## config.mk

```make
export PLATFORM = sky130hd
export DESIGN_NAME = seq_pattern_detector
export DESIGN_NICKNAME = d
export VERILOG_FILES = /design/src/rtl/seq_pattern_detector_pkg.sv /design/src/rtl/seq_pattern_detector_counter.sv /design/src/rtl/seq_pattern_detector.sv
export SDC_FILE = /design/constraint.sdc
export NUM_CORES = 1
export LEC_CHECK = 0
export CAP_MARGIN = 40
export CORE_ASPECT_RATIO = 1.1
export CORE_MARGIN = 3
export CORE_UTILIZATION = 50
export CTS_BUF_LIST = sky130_fd_sc_hd__clkbuf_16
export CTS_CLUSTER_DIAMETER = 40
export DETAILED_ROUTE_END_ITERATION = 8
export PLACE_DENSITY_LB_ADDON = 0.2
export RECOVER_POWER = 25
export SLEW_MARGIN = 20
export SYNTH_ARGS = -nofsm -noshare
export SYNTH_HDL_FRONTEND = slang
export SYNTH_SLANG_ARGS = --single-unit
```

## constraint.sdc

```tcl
create_clock -name clk -period 4.3 [get_ports clk]
set_clock_uncertainty 0.2 [all_clocks]
set_input_delay 0.43 -clock clk [delete_from_list [all_inputs] [get_ports clk]]
set_output_delay 0.43 -clock clk [all_outputs]
set_load 0.01 [all_outputs]
```

## src/rtl/seq_pattern_detector_pkg.sv

```systemverilog
// Shared types and default sizing for the programmable sequence detector.
package seq_pattern_detector_pkg;

  localparam int unsigned DEF_MAX_LEN   = 8;
  localparam int unsigned DEF_CNT_WIDTH = 8;

  typedef enum logic {
    OUT_MOORE = 1'b0,
    OUT_MEALY = 1'b1
  } out_mode_e;

endpackage

```

## src/rtl/seq_pattern_detector_counter.sv

```systemverilog
// Saturating match counter; clear has priority over increment.
module seq_pattern_detector_counter #(
  parameter int unsigned width = 8
) (
  input  logic             clk,
  input  logic             reset,
  input  logic             inc,
  input  logic             clr,
  output logic [width-1:0] count
);

  logic [width-1:0] count_q;
  logic [width-1:0] count_d;

  always_comb begin
    count_d = count_q;
    if (clr) begin
      count_d = '0;
    end else if (inc && (count_q != '1)) begin
      count_d = count_q + width'(1);
    end
  end

  always_ff @(posedge clk) begin
    if (reset) begin
      count_q <= '0;
    end else begin
      count_q <= count_d;
    end
  end

  assign count = count_q;

endmodule

```

## src/rtl/seq_pattern_detector.sv

```systemverilog
// Runtime-programmable serial bit-pattern detector with Moore/Mealy output,
// optional overlapping matches and a saturating match counter.
module seq_pattern_detector
  import seq_pattern_detector_pkg::*;
#(
  parameter int unsigned max_len   = DEF_MAX_LEN,
  parameter int unsigned cnt_width = DEF_CNT_WIDTH
) (
  input  logic                           clk,
  input  logic                           reset,
  input  logic                           en,
  input  logic                           a,
  input  logic                           load,
  input  logic [max_len-1:0]             cfg_pattern,
  input  logic [$clog2(max_len+1)-1:0]   cfg_len,
  input  logic                           cfg_mealy,
  input  logic                           cfg_overlap,
  input  logic                           clr_count,
  output logic                           y,
  output logic [cnt_width-1:0]           match_count,
  output logic                           cfg_valid
);

  localparam int unsigned LEN_W = $clog2(max_len + 1);

  logic [max_len-1:0] pattern_q, pattern_d;
  logic [LEN_W-1:0]   len_q, len_d;
  out_mode_e          mode_q, mode_d;
  logic               overlap_q, overlap_d;
  logic               cfg_valid_q, cfg_valid_d;
  logic [max_len-2:0] hist_q, hist_d;
  logic [LEN_W-1:0]   fill_q, fill_d;
  logic               y_q, y_d;

  logic [max_len-1:0] window_c;
  logic [max_len-1:0] mask_c;
  logic [LEN_W-1:0]   fill_inc_c;
  logic               primed_c;
  logic               hit_c;

  // Compare window: stored history plus the bit presented this cycle.
  always_comb begin
    window_c = {hist_q, a};
    for (int i = 0; i < int'(max_len); i++) begin
      mask_c[i] = (32'(i) < 32'(len_q));
    end
    primed_c   = ({1'b0, fill_q} + (LEN_W+1)'(1)) >= {1'b0, len_q};
    fill_inc_c = (fill_q < len_q) ? fill_q + LEN_W'(1) : len_q;
    hit_c      = en & ~load & cfg_valid_q & primed_c &
                 (((window_c ^ pattern_q) & mask_c) == '0);
  end

  always_comb begin
    pattern_d   = pattern_q;
    len_d       = len_q;
    mode_d      = mode_q;
    overlap_d   = overlap_q;
    cfg_valid_d = cfg_valid_q;
    hist_d      = hist_q;
    fill_d      = fill_q;
    y_d         = y_q;
    if (load) begin
      // Load drops any concurrent sample and restarts detection from scratch.
      pattern_d   = cfg_pattern;
      len_d       = cfg_len;
      mode_d      = out_mode_e'(cfg_mealy);
      overlap_d   = cfg_overlap;
      cfg_valid_d = (cfg_len != '0) && (32'(cfg_len) <= max_len);
      hist_d      = '0;
      fill_d      = '0;
      y_d         = 1'b0;
    end else if (en) begin
      hist_d = window_c[max_len-2:0];
      fill_d = (hit_c && !overlap_q) ? '0 : fill_inc_c;
      y_d    = hit_c;
    end
  end

  always_ff @(posedge clk) begin
    if (reset) begin
      pattern_q   <= '0;
      len_q       <= '0;
      mode_q      <= OUT_MOORE;
      overlap_q   <= 1'b0;
      cfg_valid_q <= 1'b0;
      hist_q      <= '0;
      fill_q      <= '0;
      y_q         <= 1'b0;
    end else begin
      pattern_q   <= pattern_d;
      len_q       <= len_d;
      mode_q      <= mode_d;
      overlap_q   <= overlap_d;
      cfg_valid_q <= cfg_valid_d;
      hist_q      <= hist_d;
      fill_q      <= fill_d;
      y_q         <= y_d;
    end
  end

  seq_pattern_detector_counter #(
    .width (cnt_width)
  ) u_counter (
    .clk   (clk),
    .reset (reset),
    .inc   (hit_c),
    .clr   (clr_count),
    .count (match_count)
  );

  assign y         = (mode_q == OUT_MEALY) ? hit_c : y_q;
  assign cfg_valid = cfg_valid_q;

endmodule
```

==> flow_summary.ini, run 1 <==
[outcome]
status = finished, final reports clean

[clock_network]
cts_root_buffer = clkbuf_16
cts_tree = done
cts.sinks = 35
postCtsResizedCells = 0
numCtsBuffers = 5
cts_setup_buffers = 0
clock_latency_ns = 0.27
clockBufferDepth = 2
cts_hold_buf = 0
h-tree-depth = 2
clk_pin_slew_ns = 0.05

[worst_setup_path]
crit_fanout = 11
cp-end-kind = output port
ff2ff_setup_slack_ns = 1.84
crit_arrival_ns = 2.96
r2r-start = fill_q[0]
ff2ff_path_depth = 9
crit_chain = ha_1 > xor2_1 > ha_1 > o21a_1 > o31ai_1 > a2bb2oi_1 > buf_4 > and2_2 > mux2_2 > clkdlybuf4s50_1
crit_buf_inv = 2
crit_required_ns = 3.67
slowest_stage = clkdlybuf4s50_1
crit_top_cell = ha_1
reg2reg_to = u_counter.count[2]
critPathLaunchType = flop
critical_path_class = flop to output port
crit_family = buffers and inverters
slowest_delay_ns = 0.48

[worst_hold_path]
min_from = pattern_q[3]
holdPathStages = 2
holdPathEnd = pattern_q[3]
hp-class = flop to flop

[power]
clkPwrFrac_pct = 41.8
p_leak_nw = 1.02
powerDensity_nw_per_um2 = 330
power.internal_mw = 0.594
comb_power_share_pct = 13.2
vdd_drop_max_v = 0.000315
p_seq_share_pct = 45.1
switchingPower_mw = 0.175
p_sw_share_pct = 22.7

[global_route]
grt_max_degree = 21
grt_pass1_vias = 1573
antenna_found_initial = 0
grt_pass1_wl_mm = 7.14
track_usage_pct = 19.9
gr-total-overflow = 0

[final_layout]
area_delta_synth_final_pct = 23.6
final_cell_mix = dfxtp_1, nor2_1, clkdlybuf4s50_1
final_cell_area_sq_um = 2330
drive_gt1_share_pct = 11.0
final_common_cell = dfxtp_1
num-fill-cells = 302
final_util_pct = 67.2
antenna_cells = 0
nets = 258

[timing]
tns_ns = 0
timing.final.crit_share_pct = 83.4
hold_ws_ns = 0.309
fin_crit_ns = 3.59
grt_setup_unrepaired = no
setup_violations = 0
final_max_slew_viol_count = 0
hold_viol = 0
fmax_mhz = 279
tightest_slew_ns = 1.18
maxSlewHeadroom_pct = 21.6

[place]
dpl_cell_area_sq_um = 2200
post-dp-hpwl_mm = 3.10
gp_congestion = 0.866
portBuffers = 29

[floorplan]
die_y_microns = 70.4
rows = 22
pin_count = 30
start_util_pct = 54.3
die_w_microns = 64.5
dieArea_sq_um = 4540
coreArea_sq_um = 3470

[drt]
postRouteAntennaNets = 0
drt_first_pass_iters = 4
viasPerCell = 5.60
drt_iter0_markers = 90
vias = 1539
wire_per_inst_microns = 15.0
wl_mm = 4.12
drc_errors = 0

[yosys]
synthesis.area_sq_um = 1880
synth_nets = 228
ys_warn_count = 0
ys_seq_elements = 35
netlist_instances = 198
synth_edf_count = 0
ys.flop_type = dfxtp_1
ys_seq_area_share_pct = 37.2
synth_cell_types = 44
ys_async_sr_fraction_pct = 0
synth.avg_cell_area_sq_um = 9.52

[run]
maxCapViolations = 0
## cell usage after synthesis (all sizes together) (3+ instances only)
cell type   n  share of area (%)
a21oi       4                1.1
xnor2       5                2.3
mux2i      23                 12
nand2       9                1.8
a22o        4                2.1
nor2       29                5.8
buf         4                2.0
mux2        5                3.0
a41o        4                2.2
inv         7                1.4
and2        3                1.1
and3        3                1.0
clkbuf      6                1.2
a211oi      3                1.2
dfxtp      35                 37
or2         3                1.0
a31oi       9                3.8
xor2        6                2.8
ha         10                6.6
## state kept, by name, indices dropped and copies added (netlist names), 4 cells and up
register and cells:
pattern_q 8, u_counter.count 8, hist_q 7, fill_q 4, len_q 4
## layer usage
| metal | GRT usage (%) | routed length, microns |
|---|---|---|
| met1 | 25.3 | 1880 |
| met2 | 32.1 | 2030 |
| met3 | 5.47 | 160 |
| met4 | 6.81 | 48 |
| met5 | 0 | 0 |
## area by class of cell
| cell class | count | area [sq um] | area share (%) |
|---|---|---|---|
| Clock buffer | 5 | 125 | 5.37 |
| Clock inverter | 1 | 3.75 | 0.161 |
| Inverter | 7 | 26.3 | 1.13 |
| Multi-Input combinational cell | 146 | 1100 | 47.1 |
| Sequential cell | 35 | 701 | 30.1 |
| Tap cell | 48 | 60.1 | 2.58 |
| Timing Repair Buffer | 33 | 317 | 13.6 |
## through the flow
stage,total power [mW],std cells,setup WS [ns]
after CTS,0.775,275,0.724
final,0.768,275,0.713
after floorplan,0.418,198,1.76
after detailed placement,0.454,269,0.935
after global placement,0.449,269,0.985
after global routing,0.804,275,0.543
## worst reg2reg max path: stages, from the launching register on
cell and delay [ns]:
dfxtp_1 0.41, ha_1 0.23, xor2_1 0.21, ha_1 0.26, o21a_1 0.18, o31ai_1 0.07
a2bb2oi_1 0.10, buf_4 0.19, and2_2 0.26, a41o_1 0.23
## worst max path at each step
stage	from	cells after the start	slack [ns]	end
CTS	fill_q[0]	10	0.72	y
global route	fill_q[0]	10	0.54	y
detailed placement	en	9	0.93	y
floorplan	fill_q[0]	9	1.76	y
global placement	en	9	0.99	y
finish	fill_q[0]	10	0.71	y
## power groups by stage
stage          logic (mW)  registers, mW  clock network, mW
6_report            0.101          0.346              0.321
5_1_grt             0.112          0.347              0.345
4_1_cts             0.102          0.346              0.328
3_5_place_dp        0.101          0.353                  0
3_3_place_gp       0.0969          0.352                  0
2_1_floorplan      0.0690          0.349                  0
## cells by family after synthesis
group                      after synthesis  share of synthesized area, %
and+or+nand+nor                         61                          15.9
adders and majority gates               10                          6.64
muxes                                   28                          15.2
buffers and inverters                   17                          4.58
xor gates and xnor gates                11                          5.11
AOI/OAI and AO/OA                       36                          15.3
DFF                                     35                          37.2
No activity file was read; power rests on OpenSTA's default activity.
==> inputs of run 2 (changes only) <==
Clock period 4.3 ns to 3.6 ns, I/O delays scaled along.
==> run 2 against run 1 <==
Against the previous run: power rose by 23%; first-iteration DRC count decreased by 20%; critical path type unchanged; clock power up 27%; via count down 0.26%; register-to-register slack worse by 0.66 ns; critical endpoint unchanged.
==> flow_summary.ini, run 2 (synthesis results as in run 1) <==
[outcome]
status = finished, final reports clean

[global_route]
grt_max_degree = 21
grt_pass1_vias = 1558
gr-total-overflow = 0
track_usage_pct = 19.9
grt_pass1_wl_mm = 7.14
antenna_found_initial = 0

[final_layout]
nets = 258
multi_input_area_sq_um = 1100
register_area_sq_um = 701
drive_gt1_share_pct = 12.2
final_cell_mix = dfxtp_1, nor2_1, clkdlybuf4s50_1
area_delta_synth_final_pct = 24.5
final_cell_area_sq_um = 2350
num-fill-cells = 305
antenna_cells = 0
final_common_cell = dfxtp_1

[timing]
setup_violations = 0
tns_ns = 0
fmax_mhz = 304
grt_setup_unrepaired = no
hold_viol = 0
final_max_slew_viol_count = 0
fin_crit_ns = 3.29
tightest_slew_ns = 0.730
fin_ws_ns = 0.309
timing.final.crit_share_pct = 91.4
maxSlewHeadroom_pct = 51.2

[drt]
wl_mm = 4.12
drt_first_pass_iters = 4
drt_iter0_markers = 72
vias = 1535
postRouteAntennaNets = 0
viasPerCell = 5.54
wire_per_inst_microns = 14.9
drc_errors = 0

[worst_setup_path]
crit_buf_inv = 1
crit_chain = ha_1 > xor2_1 > ha_1 > o21a_1 > o31ai_1 > a2bb2oi_1 > and2_2 > mux2_2 > clkdlybuf4s50_1
crit_fanout = 8
reg2reg_to = fill_q[1]
slowest_delay_ns = 0.48
crit_arrival_ns = 2.73
critPathLaunchType = flop
ff2ff_setup_slack_ns = 1.18
crit_family = buffers and inverters
crit_required_ns = 3.04
critical_path_class = flop to output port
cp-end-kind = output port
slowest_stage = clkdlybuf4s50_1
ff2ff_path_depth = 6
r2r-start = len_q[3]
crit_top_cell = ha_1

[floorplan]
dieArea_sq_um = 4540
pin_count = 30
rows = 22
start_util_pct = 54.3
die_w_microns = 64.5
die_y_microns = 70.4
coreArea_sq_um = 3470

[power]
p_leak_nw = 1.03
vdd_drop_max_v = 0.000283
powerDensity_nw_per_um2 = 401

[clock_network]
h-tree-depth = 2
cts_root_buffer = clkbuf_16
clockBufferDepth = 2
numCtsBuffers = 5
cts_setup_buffers = 0
clock_latency_ns = 0.28
clk_pin_slew_ns = 0.05
postCtsResizedCells = 0
cts_hold_buf = 0
cts.sinks = 35
cts_tree = done

[run]
maxCapViolations = 0

[worst_hold_path]
holdPathStages = 2
holdPathEnd = mode_q
min_from = mode_q
hp-class = flop to flop

[place]
gp_congestion = 0.881
portBuffers = 29
dpl_cell_area_sq_um = 2200
post-dp-hpwl_mm = 3.08
place_ws_ns = 0.566
==> run 2: power breakdown <==
part	leakage (nW)	internal [mW]	switching [mW]
clock network	0.0710	0.252	0.156
logic	0.671	0.0636	0.0573
registers	0.285	0.400	0.0130
total	1.03	0.715	0.227
==> run 2: per-layer routing <==
| layer | global-route usage (%) | share of wire [%] |
|---|---|---|
| met1 | 24.4 | 46 |
| met2 | 33.0 | 49 |
| met3 | 4.82 | 3.5 |
| met4 | 7.98 | 1.5 |
| met5 | 0 | 0 |
==> run 2: tightest hold or removal path, stage by stage (launching register included) <==
cell	delay (ns)
dfxtp_1	0.33
mux2i_1	0.07
nor2_1	0.07
==> run 2: worst max-delay path by stage <==
stage | from | endpoint | slack [ns] | depth (start not counted)
floorplan | fill_q[0] | y | 1.13 | 9
finish | fill_q[0] | y | 0.31 | 9
global placement | a | y | 0.62 | 7
global route | fill_q[0] | y | 0.14 | 8
detailed placement | a | y | 0.57 | 7
CTS | fill_q[0] | y | 0.30 | 9
==> run 2: final cells by class <==
cell class,instances,share of cell area [%]
multi-input combinational,146,46.8
sequential,35,29.9
timing repair buffer,33,13.7
clock buffer,5,5.33
tap,48,2.56
inverter,7,1.12
clock inverter,3,0.693
==> run 2: through the flow <==
| stage | util [%] | power, mW | hold slack [ns] | instances |
|---|---|---|---|---|
| floorplan | - | 0.499 | 0.260 | 198 |
| global placement | 63.6 | 0.538 | 0.284 | 269 |
| detailed placement | 63.6 | 0.541 | 0.290 | 269 |
| CTS | 67.6 | 0.949 | 0.312 | 277 |
| global route | 67.6 | 0.977 | 0.359 | 277 |
| finish | 67.6 | 0.942 | 0.307 | 277 |
==> inputs of run 3 (changes only) <==
Settings changed: ABC_CLOCK_PERIOD_IN_PS from default to 3600.
==> results of run 3 <==
Same layout as run 2: the final DEF is identical, and so are final timing and power.
